File: config.mk
export PLATFORM = sky130hd
export DESIGN_NAME = ysyx_22040895_fetch_queue
export DESIGN_NICKNAME = d
export VERILOG_FILES = /design/src/rtl/ysyx_22040895_fq_pkg.sv /design/src/rtl/ysyx_22040895_fq_ram.sv /design/src/rtl/ysyx_22040895_fetch_queue.sv
export SDC_FILE = /design/constraint.sdc
export NUM_CORES = 1
export LEC_CHECK = 0
export CORE_MARGIN = 2
export CORE_UTILIZATION = 36
export CTS_CLUSTER_DIAMETER = 150
export DETAILED_ROUTE_END_ITERATION = 8
export GPL_TIMING_DRIVEN = 1
export PLACE_DENSITY = 0.66
export SYNTH_ARGS = -nofsm -noshare
export SYNTH_HDL_FRONTEND = slang
export SYNTH_SLANG_ARGS = --single-unit
File: constraint.sdc
create_clock -name clk -period 8.4 [get_ports clk]
set_clock_uncertainty 0.1 [all_clocks]
set_input_delay 1.68 -clock clk [delete_from_list [all_inputs] [get_ports clk]]
set_output_delay 1.68 -clock clk [all_outputs]
set_load 0.005 [all_outputs]
File: src/rtl/ysyx_22040895_fq_pkg.sv
// Shared widths, reset address and queue state encoding for the fetch queue.
package ysyx_22040895_fq_pkg;

  localparam int YSYX_22040895_INST_W = 32;  // instruction bus width
  localparam int YSYX_22040895_ADDR_W = 64;  // instruction address bus width

  localparam logic [63:0] FQ_RESET_PC = 64'h8000_0000;

  // RUN issues fetches; DRAIN swallows responses still owed for a discarded stream.
  typedef enum logic {
    FQ_RUN   = 1'b0,
    FQ_DRAIN = 1'b1
  } fq_state_e;

endpackage

File: src/rtl/ysyx_22040895_fq_ram.sv
// Payload storage for the fetch queue: pc is written when a slot is allocated,
// the instruction when its response arrives; the head entry is read asynchronously.
module ysyx_22040895_fq_ram #(
  parameter int DEPTH  = 4,
  parameter int ADDR_W = 64,
  parameter int INST_W = 32,
  parameter int PTR_W  = $clog2(DEPTH)
) (
  input  logic              clk,
  input  logic              pc_we_i,
  input  logic [PTR_W-1:0]  pc_waddr_i,
  input  logic [ADDR_W-1:0] pc_wdata_i,
  input  logic              inst_we_i,
  input  logic [PTR_W-1:0]  inst_waddr_i,
  input  logic [INST_W-1:0] inst_wdata_i,
  input  logic [PTR_W-1:0]  raddr_i,
  output logic [ADDR_W-1:0] rd_pc_o,
  output logic [INST_W-1:0] rd_inst_o
);

  logic [ADDR_W-1:0] pc_mem   [DEPTH];
  logic [INST_W-1:0] inst_mem [DEPTH];

  // Capture the pc of a newly allocated slot.
  // NOTE: storage arrays carry no reset; the valid/filled bits in the top decide
  // whether an entry means anything, so resetting payload would only add logic.
  always_ff @(posedge clk) begin
    if (pc_we_i) pc_mem[pc_waddr_i] <= pc_wdata_i;
  end

  // Capture the fetched instruction into the slot its response belongs to.
  always_ff @(posedge clk) begin
    if (inst_we_i) inst_mem[inst_waddr_i] <= inst_wdata_i;
  end

  assign rd_pc_o   = pc_mem[raddr_i];
  assign rd_inst_o = inst_mem[raddr_i];

endmodule

File: src/rtl/ysyx_22040895_fetch_queue.sv
// In-order instruction prefetch queue between instruction memory and the idu.
// Optional macro YSYX_22040895_FQ_BYPASS_EN: a response for an unfilled head slot
// is forwarded straight to the output in the same cycle.
module ysyx_22040895_fetch_queue
  import ysyx_22040895_fq_pkg::*;
#(
  parameter int               ADDR_W   = YSYX_22040895_ADDR_W,
  parameter int               INST_W   = YSYX_22040895_INST_W,
  parameter int               DEPTH    = 4,
  parameter logic [ADDR_W-1:0] RESET_PC = ADDR_W'(FQ_RESET_PC),
  parameter int               PTR_W    = $clog2(DEPTH),
  parameter int               CNT_W    = PTR_W + 1
) (
  input  logic              clk,
  input  logic              rst,
  output logic              req_valid_o,
  input  logic              req_ready_i,
  output logic [ADDR_W-1:0] req_addr_o,
  input  logic              rsp_valid_i,
  input  logic [INST_W-1:0] rsp_data_i,
  input  logic              redirect_i,
  input  logic [ADDR_W-1:0] redirect_pc_i,
  output logic              out_valid_o,
  input  logic              out_ready_i,
  output logic [ADDR_W-1:0] out_pc_o,
  output logic [INST_W-1:0] out_inst_o,
  output logic [CNT_W-1:0]  count_o
);

  logic [ADDR_W-1:0] pc_q, pc_d;
  logic [PTR_W-1:0]  head_q, head_d, tail_q, tail_d, fill_q, fill_d;
  logic [CNT_W-1:0]  count_q, count_d, pend_q, pend_d, drop_q, drop_d;
  logic [DEPTH-1:0]  valid_q, valid_d, filled_q, filled_d;
  fq_state_e         state_q, state_d;

  logic              alloc, rsp_keep, fill_we, deq;
  logic              head_valid, head_filled, bypass_hit, out_valid;
  logic [ADDR_W-1:0] ram_pc;
  logic [INST_W-1:0] ram_inst;

  assign req_valid_o = ~rst & (state_q == FQ_RUN) & (count_q < CNT_W'(DEPTH)) & ~redirect_i;
  assign req_addr_o  = pc_q;
  assign alloc       = req_valid_o & req_ready_i;

  // A response belongs to the oldest unfilled slot unless it is owed to a flushed stream.
  assign rsp_keep    = ~rst & rsp_valid_i & (drop_q == '0) & (pend_q != '0);
  assign head_valid  = valid_q[head_q];
  assign head_filled = filled_q[head_q];

`ifdef YSYX_22040895_FQ_BYPASS_EN
  // An unfilled head is necessarily the oldest unfilled slot, so a kept response is its data.
  assign bypass_hit = head_valid & ~head_filled & rsp_keep;
`else
  assign bypass_hit = 1'b0;
`endif

  assign out_valid   = ~rst & head_valid & (head_filled | bypass_hit);
  assign deq         = out_valid & out_ready_i & ~redirect_i;
  assign fill_we     = rsp_keep & ~redirect_i & ~(bypass_hit & out_ready_i);

  assign out_valid_o = out_valid;
  assign out_pc_o    = out_valid ? ram_pc : '0;
  assign out_inst_o  = out_valid ? (bypass_hit ? rsp_data_i : ram_inst) : '0;
  assign count_o     = count_q;

  ysyx_22040895_fq_ram #(
    .DEPTH  (DEPTH),
    .ADDR_W (ADDR_W),
    .INST_W (INST_W),
    .PTR_W  (PTR_W)
  ) u_ram (
    .clk          (clk),
    .pc_we_i      (alloc),
    .pc_waddr_i   (tail_q),
    .pc_wdata_i   (pc_q),
    .inst_we_i    (fill_we),
    .inst_waddr_i (fill_q),
    .inst_wdata_i (rsp_data_i),
    .raddr_i      (head_q),
    .rd_pc_o      (ram_pc),
    .rd_inst_o    (ram_inst)
  );

  // Next-state for pointers, slot flags, counters and the RUN/DRAIN controller.
  // NOTE: every _d is given its hold value first so no path leaves it unassigned
  // and no latch is inferred.
  always_comb begin
    pc_d     = pc_q;
    head_d   = head_q;
    tail_d   = tail_q;
    fill_d   = fill_q;
    count_d  = count_q;
    pend_d   = pend_q;
    drop_d   = drop_q;
    valid_d  = valid_q;
    filled_d = filled_q;
    state_d  = state_q;

    if (redirect_i) begin
      // Flush everything; responses already owed for unfilled slots must be swallowed.
      valid_d  = '0;
      filled_d = '0;
      head_d   = '0;
      tail_d   = '0;
      fill_d   = '0;
      count_d  = '0;
      pend_d   = '0;
      pc_d     = redirect_pc_i;
      drop_d   = drop_q + pend_q
               - CNT_W'(rsp_valid_i && ((drop_q | pend_q) != '0));
      state_d  = ((drop_d != '0) || (state_q == FQ_DRAIN)) ? FQ_DRAIN : FQ_RUN;
    end else begin
      if (rsp_valid_i && (drop_q != '0)) drop_d = drop_q - CNT_W'(1);
      if (rsp_keep) begin
        filled_d[fill_q] = 1'b1;
        fill_d           = fill_q + PTR_W'(1);
      end
      if (deq) begin
        valid_d[head_q]  = 1'b0;
        filled_d[head_q] = 1'b0;
        head_d           = head_q + PTR_W'(1);
      end
      if (alloc) begin
        valid_d[tail_q]  = 1'b1;
        filled_d[tail_q] = 1'b0;
        tail_d           = tail_q + PTR_W'(1);
        pc_d             = pc_q + ADDR_W'(4);
      end
      count_d = count_q + CNT_W'(alloc) - CNT_W'(deq);
      pend_d  = pend_q + CNT_W'(alloc) - CNT_W'(rsp_keep);
      // Leave DRAIN only once the counter register already reads zero.
      if ((state_q == FQ_DRAIN) && (drop_q == '0)) state_d = FQ_RUN;
    end
  end

  // State registers with asynchronous reset.
  // NOTE: sequential state uses non-blocking assignment so every register
  // samples the pre-edge values regardless of statement order.
  always_ff @(posedge clk or posedge rst) begin
    if (rst) begin
      pc_q     <= RESET_PC;
      head_q   <= '0;
      tail_q   <= '0;
      fill_q   <= '0;
      count_q  <= '0;
      pend_q   <= '0;
      drop_q   <= '0;
      valid_q  <= '0;
      filled_q <= '0;
      state_q  <= FQ_RUN;
    end else begin
      pc_q     <= pc_d;
      head_q   <= head_d;
      tail_q   <= tail_d;
      fill_q   <= fill_d;
      count_q  <= count_d;
      pend_q   <= pend_d;
      drop_q   <= drop_d;
      valid_q  <= valid_d;
      filled_q <= filled_d;
      state_q  <= state_d;
    end
  end

endmodule

==> results of run 1 <==
-- report_power, final --
group          internal [W]  switching (W)  total (W)
Sequential          0.00260      0.0000874    0.00269
Clock               0.00125       0.000895    0.00215
Combinational      0.000176       0.000154   0.000329
-- cell type report --
type	instances	area [um^2]	area share
Multi-Input combinational cell	635	5710	0.230
Clock buffer	68	1350	0.0544
Timing Repair Buffer	284	2800	0.113
Clock inverter	24	244	0.00983
Sequential cell	472	13700	0.554
Tap cell	696	871	0.0351
Inverter	27	104	0.00419
Antenna cell	1	2.50	0.000101
-- flip-flops by register name, summed over array words and instances (netlist names), 3 cells and up --
signal          cells
drop_q              3
u_ram.pc_mem      256
count_o             3
u_ram.inst_mem    128
pend_q              3
req_addr_o         64
valid_q             4
filled_q            4
-- worst register-to-register path, cell delays in order (launching register included) --
cell,delay [ps]
dfrtp_4,1010
nand3_1,190
o211ai_1,230
nand3_4,600
buf_4,500
nor3_1,190
ha_1,260
inv_1,60
ha_1,130
inv_1,50
fa_1,370
xnor2_1,160
nor2_1,60
-- per-layer routing --
layer	vias up	part of all wire	global-route usage
met3	76	0.061	0.0430
met5	-	0.00075	0
met4	6	0.028	0.0515
met1	5885	0.43	0.235
li1	5137	-	-
met2	325	0.48	0.279
-- worst max-delay path by stage --
stage	from	endpoint	slack (ps)	cells after the start
finish	rst	out_inst_o[24]	2150	6
global route	rst	out_pc_o[2]	1880	6
CTS	rst	out_inst_o[24]	2040	6
detailed placement	rst	out_inst_o[24]	2050	6
global placement	rst	out_inst_o[16]	2160	6
floorplan	rst	out_inst_o[13]	1740	5
-- kinds of logic (layout without fill, tap and decap cells) --
family | Yosys count | count (layout)
mux | 105 | 105
xor+xnor | 57 | 57
flops | 472 | 472
simple gates | 350 | 350
buf+inv | 82 | 403
compound gates | 97 | 97
other cells | 0 | 1
fa+ha+maj | 26 | 26
-- through the flow --
stage / worst slack (ps) / total power [W] / cells
4_1_cts: 2040 / 0.00522 / 2206
2_1_floorplan: 1740 / 0.00287 / 1189
6_report: 2150 / 0.00516 / 2207
5_1_grt: 1880 / 0.00535 / 2207
3_5_place_dp: 2050 / 0.00306 / 2114
3_3_place_gp: 2160 / 0.00305 / 2114
-- synthesized netlist by cell type, types with 5 or more instances --
library cell | instances | area share
nor4_1 | 5 | 0.0016
nor2_1 | 26 | 0.0050
o21ai_1 | 15 | 0.0038
a21oi_1 | 12 | 0.0030
ha_1 | 23 | 0.015
mux2_2 | 7 | 0.0040
edfxtp_1 | 384 | 0.59
and3_1 | 17 | 0.0054
inv_1 | 25 | 0.0048
buf_1 | 8 | 0.0015
xnor2_1 | 22 | 0.0098
clkbuf_1 | 42 | 0.0080
nand3_1 | 39 | 0.0099
nand4_1 | 29 | 0.0092
and4_1 | 9 | 0.0040
o21ai_0 | 36 | 0.0091
nand3b_1 | 5 | 0.0019
mux4_2 | 96 | 0.11
xor2_1 | 35 | 0.016
nor2b_1 | 100 | 0.032
buf_2 | 5 | 0.0013
nor3_1 | 11 | 0.0028
and2_1 | 8 | 0.0025
nand2_1 | 83 | 0.016
o211ai_1 | 8 | 0.0030
dfrtp_1 | 87 | 0.11
==> metrics.csv, run 1 <==
stage;metric;value;unit
run_status;outcome;completed;
layout;finalInstanceArea;0.0248;mm^2
worst_setup_path;crit_top_cell;clkdlybuf4s50_1;
floorplan;die_w;238;um
cts;cts_made_buffers;50;
timing;hold_viol;0;
cts;clock_latency;590;ps
timing;relSlewSlack;0.318;
drt;firstDrtPassIters;5;
worst_setup_path;worstReg2RegEnd;count_o[2];
synthesis;ys.flop_type;edfxtp_1;
worst_setup_path;critPathTopFamily;buffers and inverters;
floorplan;io-pin-count;267;
synthesis;synth_cells;1189;
timing;finalCritPeriodShare;0.744;
grt;antenna_found_initial;5;
grt;grt_pass1_wl;74100;um
worst_setup_path;crit_path_top_delay_cell;nand3_4;
worst_setup_path;r2r_slack;4350;ps
worst_setup_path;r2r.worst_path.cells;12;
synthesis;yosys.area_share.simple;0.0998;
pwr;ir_drop;135;uV
worst_hold_path;hp-class;reg -> reg;
cts;cts.path.max_buffers;3;
grt;grt-ovfl-total;0;
worst_setup_path;start_kind;input pin;
floorplan;fp.dieH;238;um
pwr;p_leak;8.07;nW
grt;grt_pass1_vias;11800;
grt;grt_max_degree;71;
synthesis;yosys_warnings;0;
drt;drtIter0Drc;813;
placed_design;io_buffers;266;
synthesis;synth_compound_area_frac;0.0298;
worst_setup_path;reg2reg_from;head_q[0];
timing;period_minus_slack;6250;ps
layout;final_common_cell;edfxtp_1;
drt;drtAntennaViolNets;0;
cts;clock-sinks;472;
drt;dr_total_vias;11400;
synthesis;synth_top_family_by_area;multiplexers;
timing;slew_viol_final;0;
layout;syn_to_final_growth;25.9;%
run;drv_cap;0;
layout;final_cell_mix;384 x edfxtp_1, 265 x clkdlybuf4s50_1, 100 x nor2b_1, 96 x mux4_2, 85 x dfrtp_1;
worst_setup_path;crit_chain;clkdlybuf4s50_1, inv_4, nand3_4, buf_4, nor2b_1, clkdlybuf4s50_1;
worst_setup_path;critical_path.max_stage_delay;640;ps
cts;holdBufCountCts;0;
worst_setup_path;crit_buf_inv;4;
worst_hold_path;min_to;u_ram.pc_mem[2][0];
drt;wl_per_cell;22.3;um
synthesis;synthesis.nets;1317;
synthesis;synth_mux_area_frac;0.115;
layout;drive_gt1_frac;0.146;
synthesis;ys_types;56;
synthesis;avgSynthCellArea;16.6;um^2
synthesis;syn_area;0.0197;mm^2
floorplan;core;0.0540;mm^2
synthesis;async_reset_ff_frac;0.186;
cts;cts-htree-levels;2;
grt;track_usage;0.174;
timing;worst_hold_slack;443;ps
layout;final_util;0.459;
cts;root_buffer;clkbuf_16;
synthesis;synth-seq-cells;472;
worst_hold_path;hold_start;req_addr_o[0];
layout;final_nets;1598;
timing;tightestPinTransition;1020;ps
placed_design;place.gp.congestion;0.763;
drt;vias_per_cell;5.18;
synthesis;yosysSeqAreaShare;0.697;
floorplan;dieArea;0.0566;mm^2
cts;postCtsSetupBuffers;0;
timing;rsz0062_at_grt;false;
worst_setup_path;cp.required;6620;ps
worst_setup_path;criticalPathCategory;in -> out;
placed_design;post_dp_cell_area;0.0232;mm^2
floorplan;rows;85;
placed_design;dpl.hpwl;31000;um
synthesis;synth_edf_count;384;
pwr;power_density;208;mW/mm^2
worst_setup_path;cp.arrival;4470;ps
synthesis;synth-xor-area-share;0.0253;
drt;wl;49200;um
worst_setup_path;path_max_fanout;50;
timing;finalSetupViolations;0;
drt;drc;0;
floorplan;start_util;0.365;
synthesis;synthAdderAreaFrac;0.0176;
timing;fmax;160;MHz
timing;fin_tns_setup;0;ps
cts;ctsResizeCount;0;
cts;clkTransAtPathRegs;60;ps
worst_setup_path;end_kind;output pin;
layout;fillers;4766;
worst_hold_path;holdPathStages;0;
cts;cts_tree;done;
Note: power is estimated with default switching activity, not from simulation.
==> run 2: changes to the inputs <==
- PLACE_DENSITY: 0.66 -> 0.68
- clock period: 8.4 -> 5.17 ns (I/O delays scaled with it)
==> metrics.csv, run 2 (synthesis gave the netlist of run 1 again) <==
stage;metric;value;unit
run_status;outcome;completed;
worst_hold_path;holdPathStages;0;
placed_design;io_buffers;266;
timing;hold_viol;0;
layout;regMostFlops;u_ram.pc_mem;
floorplan;io-pin-count;267;
layout;syn_to_final_growth;26.9;%
drt;wl_per_cell;22.3;um
worst_hold_path;hp-class;reg -> reg;
layout;largest_reg_flops;256;
placed_design;post_dp_cell_area;0.0233;mm^2
cts;clock-sinks;472;
worst_setup_path;cp.arrival;3660;ps
cts;holdBufCountCts;0;
layout;fillers;4636;
drt;drc;0;
floorplan;start_util;0.365;
cts;cts-htree-levels;2;
cts;postCtsSetupBuffers;0;
floorplan;die_w;238;um
cts;cts_made_buffers;49;
grt;grt_pass1_wl;73900;um
worst_setup_path;cp.required;4040;ps
cts;cts_tree;done;
cts;cts.path.max_buffers;3;
worst_setup_path;path_max_fanout;32;
drt;firstDrtPassIters;6;
floorplan;fp.dieH;238;um
timing;finalCritPeriodShare;0.927;
worst_setup_path;criticalPathCategory;reg -> out;
cts;root_buffer;clkbuf_16;
timing;relSlewSlack;0.437;
worst_setup_path;reg2reg_from;head_q[0];
layout;final_cell_mix;384 x edfxtp_1, 265 x clkdlybuf4s50_1, 100 x nor2b_1, 96 x mux4_2, 85 x dfrtp_1;
layout;final_nets;1605;
worst_setup_path;worstReg2RegEnd;count_o[2];
worst_setup_path;r2r.worst_path.cells;11;
cts;clock_latency;600;ps
floorplan;dieArea;0.0566;mm^2
layout;finalInstanceArea;0.0250;mm^2
pwr;power_density;339;mW/mm^2
layout;regArea;0.0137;mm^2
timing;rsz0062_at_grt;false;
worst_setup_path;r2r_slack;1720;ps
floorplan;rows;85;
drt;drtAntennaViolNets;0;
timing;period_minus_slack;4790;ps
worst_hold_path;min_to;u_ram.pc_mem[2][0];
cts;clkTransAtPathRegs;60;ps
run;drv_cap;0;
timing;slew_viol_final;0;
layout;stdcell_count;2215;
drt;dr_total_vias;11400;
worst_setup_path;start_kind;flip-flop;
timing;fin_tns_setup;0;ps
floorplan;core;0.0540;mm^2
pwr;p_leak;8.16;nW
placed_design;dp_cells;2122;
timing;finalSetupViolations;0;
drt;wl;49400;um
layout;drive_gt1_frac;0.154;
grt;antenna_found_initial;7;
timing;tightestPinTransition;844;ps
timing;fmax;209;MHz
grt;grt_max_degree;81;
layout;multiInputGateArea;0.00571;mm^2
layout;final_util;0.463;
pwr;ir_drop;216;uV
placed_design;place.gp.congestion;0.787;
grt;grt_pass1_vias;11800;
grt;track_usage;0.174;
drt;vias_per_cell;5.15;
cts;ctsResizeCount;0;
placed_design;dpl.hpwl;31600;um
worst_hold_path;hold_start;req_addr_o[0];
worst_setup_path;end_kind;output pin;
drt;drtIter0Drc;888;
layout;final_common_cell;edfxtp_1;
grt;grt-ovfl-total;0;
==> run 2: through the flow <==
step	hold slack [ps]	worst slack [ps]	power, W
2_1_floorplan	415	499	0.00466
3_3_place_gp	421	748	0.00496
3_5_place_dp	455	674	0.00499
4_1_cts	468	331	0.00859
5_1_grt	498	126	0.00879
6_report	451	378	0.00849
==> run 2: per-layer routing <==
| layer | GRT usage | up-vias | part of all wire |
|---|---|---|---|
| met2 | 0.287 | 368 | 0.48 |
| li1 | - | 5167 | - |
| met5 | 0 | - | 0.0014 |
| met4 | 0.0494 | 10 | 0.022 |
| met3 | 0.0455 | 83 | 0.072 |
| met1 | 0.228 | 5782 | 0.42 |
==> run 2: worst max path at each step <==
stage               startpoint             end  slack [ps]
floorplan                  rst  out_inst_o[13]         500
global placement           rst     out_pc_o[0]         750
detailed placement         rst     out_pc_o[0]         670
CTS                  head_q[1]     out_pc_o[0]         330
global route         head_q[0]     out_pc_o[0]         130
finish               head_q[0]     out_pc_o[0]         380
==> run 2: where the power goes <==
part           internal [W]  leakage, nW  switching (W)
sequential          0.00422         4.56       0.000142
combinational      0.000290         2.78       0.000250
clock               0.00212        0.821        0.00147
==> run 2: layout make-up <==
class / instances / area share
diodes: 1 / 0.000100
clock buffers: 71 / 0.0567
clock inverters: 21 / 0.0103
inverters: 27 / 0.00420
multi-input cells: 635 / 0.228
flip-flops and latches: 472 / 0.549
well taps: 696 / 0.0348
repair buffers: 292 / 0.117
==> run 2: critical path: stages, from the launching register on <==
cell             delay, ps
dfrtp_4                860
nand3_1                190
o211ai_1               270
nand3_4                460
buf_4                  400
nor2b_1                290
clkdlybuf4s50_1        560
==> run 3: changes to the inputs <==
- SETUP_SLACK_MARGIN: not set -> 0.05
==> results of run 3 <==
The final DEF is identical to that of run 2; final timing and power are the same.
==> RTL edit, RTL diff (config.mk and constraints of run 3) <==
`DEPTH` is set to 4 in 2 places; all go to 8.
--- a/src/rtl/ysyx_22040895_fq_ram.sv
+++ b/src/rtl/ysyx_22040895_fq_ram.sv
@@ -1,7 +1,7 @@
 // Payload storage for the fetch queue: pc is written when a slot is allocated,
 // the instruction when its response arrives; the head entry is read asynchronously.
 module ysyx_22040895_fq_ram #(
-  parameter int DEPTH  = 4,
+  parameter int DEPTH  = 8,
   parameter int ADDR_W = 64,
   parameter int INST_W = 32,
   parameter int PTR_W  = $clog2(DEPTH)
--- a/src/rtl/ysyx_22040895_fetch_queue.sv
+++ b/src/rtl/ysyx_22040895_fetch_queue.sv
@@ -6,7 +6,7 @@
 #(
   parameter int               ADDR_W   = YSYX_22040895_ADDR_W,
   parameter int               INST_W   = YSYX_22040895_INST_W,
-  parameter int               DEPTH    = 4,
+  parameter int               DEPTH    = 8,
   parameter logic [ADDR_W-1:0] RESET_PC = ADDR_W'(FQ_RESET_PC),
   parameter int               PTR_W    = $clog2(DEPTH),
   parameter int               CNT_W    = PTR_W + 1
Ports: changed (resized count_o); port bits go from 267 to 268. The function was not compared with the original's and may differ.
==> RTL edit against run 3 <==
Routed wire length grew 83%. Total power grew 78%. Area after synthesis grew 80%. Maximum frequency shrank 2.3%. Via count grew 75%. Sequential cell count grew 398. Final cell count grew 64%. Clock power grew 74%. Sequential power grew 85%. Setup slack lost 0.11 ns. Design area grew 71%. Critical path type unchanged. Largest power group unchanged. Highest routed layer unchanged.
==> RTL edit: results (changes against run 3) <==
Place
  – Port Buffers: 267 (was 266)

Synthesis
  – Mapped Nets: 2104 (was 1317)
  – Top post-synthesis cells by area: edfxtp_1, mux4_2, dfrtp_1 (was edfxtp_1, dfrtp_1, mux4_2)
  – Number of synthesized flops with an enable pin: 768 (was 384)
  – Sequential cell area fraction in the yosys report: 72.00% (was 69.68%)
  – Post-synth ARST share: 11.72% (was 18.64%)

Power
  – Leakage power: 13.50 nW (was 8.162 nW)
  – Max rail drop VDD: 243.5 µV (was 216.3 µV)

Worst hold path
  – Hold Path Sink: filled_q[3]$_DFF_PP0_ (was u_ram.pc_mem[2][0]$_DFFE_PP_)
  – Hold Path Depth: 2 (was 0)

Worst setup path
  – R2R Path End: count_o[1]$_DFF_PP0_ (was count_o[2]$_DFF_PP0_)
  – Setup crit end: out_inst_o[30] (was out_pc_o[0])
  – Maximum fanout along the worst path: 31 (was 32)
  – Reg-to-Reg Start: head_q[1]$_DFFE_PP0P_ (was head_q[0]$_DFFE_PP0P_)
  – CP arrival: 3.77 ns (was 3.66 ns)
  – CP max stage delay: 0.79 ns (was 0.86 ns)

Timing
  – Max-slew headroom: 25.28% (was 43.73%)
  – Worst setup margin: 0.2634 ns (was 0.3776 ns)

Run status
  – Status: finished clean (unchanged)

Routing
  – Drt total wl: 90240 µm (was 49390 µm)
  – DRT iter0 DRCs: 2157 (was 888)
  – Post-DR vias/cell: 5.485 (was 5.151)

Final layout
  – Share of cells above drive strength 1: 17.61% (was 15.42%)
  – Nets@finish: 2408 (was 1605)
  – Filler cells: 8395 (was 4636)

GRT
  – Overall Global Routing Usage: 17.59% (was 17.40%)
## RTL edit: cell types whose count changed after synthesis, moves of 15 or more
cell	run 3	this run
buf_2	5	25
clkbuf_1	42	59
edfxtp_1	384	768
inv_1	25	43
mux2i_1	2	111
mux4_2	96	192
nor2_1	26	134
nor2b_1	100	9
nor3_1	11	26
o211ai_1	8	29
o21ai_0	36	9
o311ai_1	1	19
xor2_1	35	3
## RTL edit: layout make-up
cell class / count / share of cell area (%)
sequential: 870 / 59.73
inverter: 48 / 0.4345
clock buffer: 115 / 5.457
clock inverter: 43 / 1.134
tap: 1287 / 3.753
timing repair buffer: 323 / 7.513
multi-input combinational: 952 / 21.96
antenna: 2 / 0.01167
## RTL edit: power by group
| group | switching [mW] | total, mW | internal [mW] |
|---|---|---|---|
| clock | 2.63 | 6.23 | 3.60 |
| sequential | 0.236 | 8.06 | 7.82 |
| combinational | 0.421 | 0.782 | 0.361 |
| total | 3.29 | 15.1 | 11.8 |
## RTL edit: cell families after synthesis
kind of cell    Yosys count  share of synthesized area [%]
compound gates          175                          3.471
xor+xnor                 12                         0.2954
flops                   870                          72.00
fa+ha+maj                26                         0.9777
simple gates            431                          6.053
buf+inv                 155                          1.797
mux                     307                          15.40
## RTL edit: through the flow
step                hold slack (ns)  total power, mW  instance area, µm²  utilization (%)  cells
floorplan                    0.4068            8.496               35620                -   1976
global placement             0.4252            8.935               40010            40.78   3475
detailed placement           0.4303            8.980               40010            40.78   3475
CTS                          0.4388            15.19               42860            43.68   3634
global route                 0.4771            15.58               42900            43.72   3640
finish                       0.4437            15.07               42900            43.72   3640
## RTL edit: per-layer routing
metal  share of wire [%]  up-vias  GRT usage [%]
met3                 7.3      131          3.479
li1                    -     8586              -
met4                 2.3        4          5.255
met1                  41    10438          23.74
met2                  49      808          28.90
met5               0.025        -              0
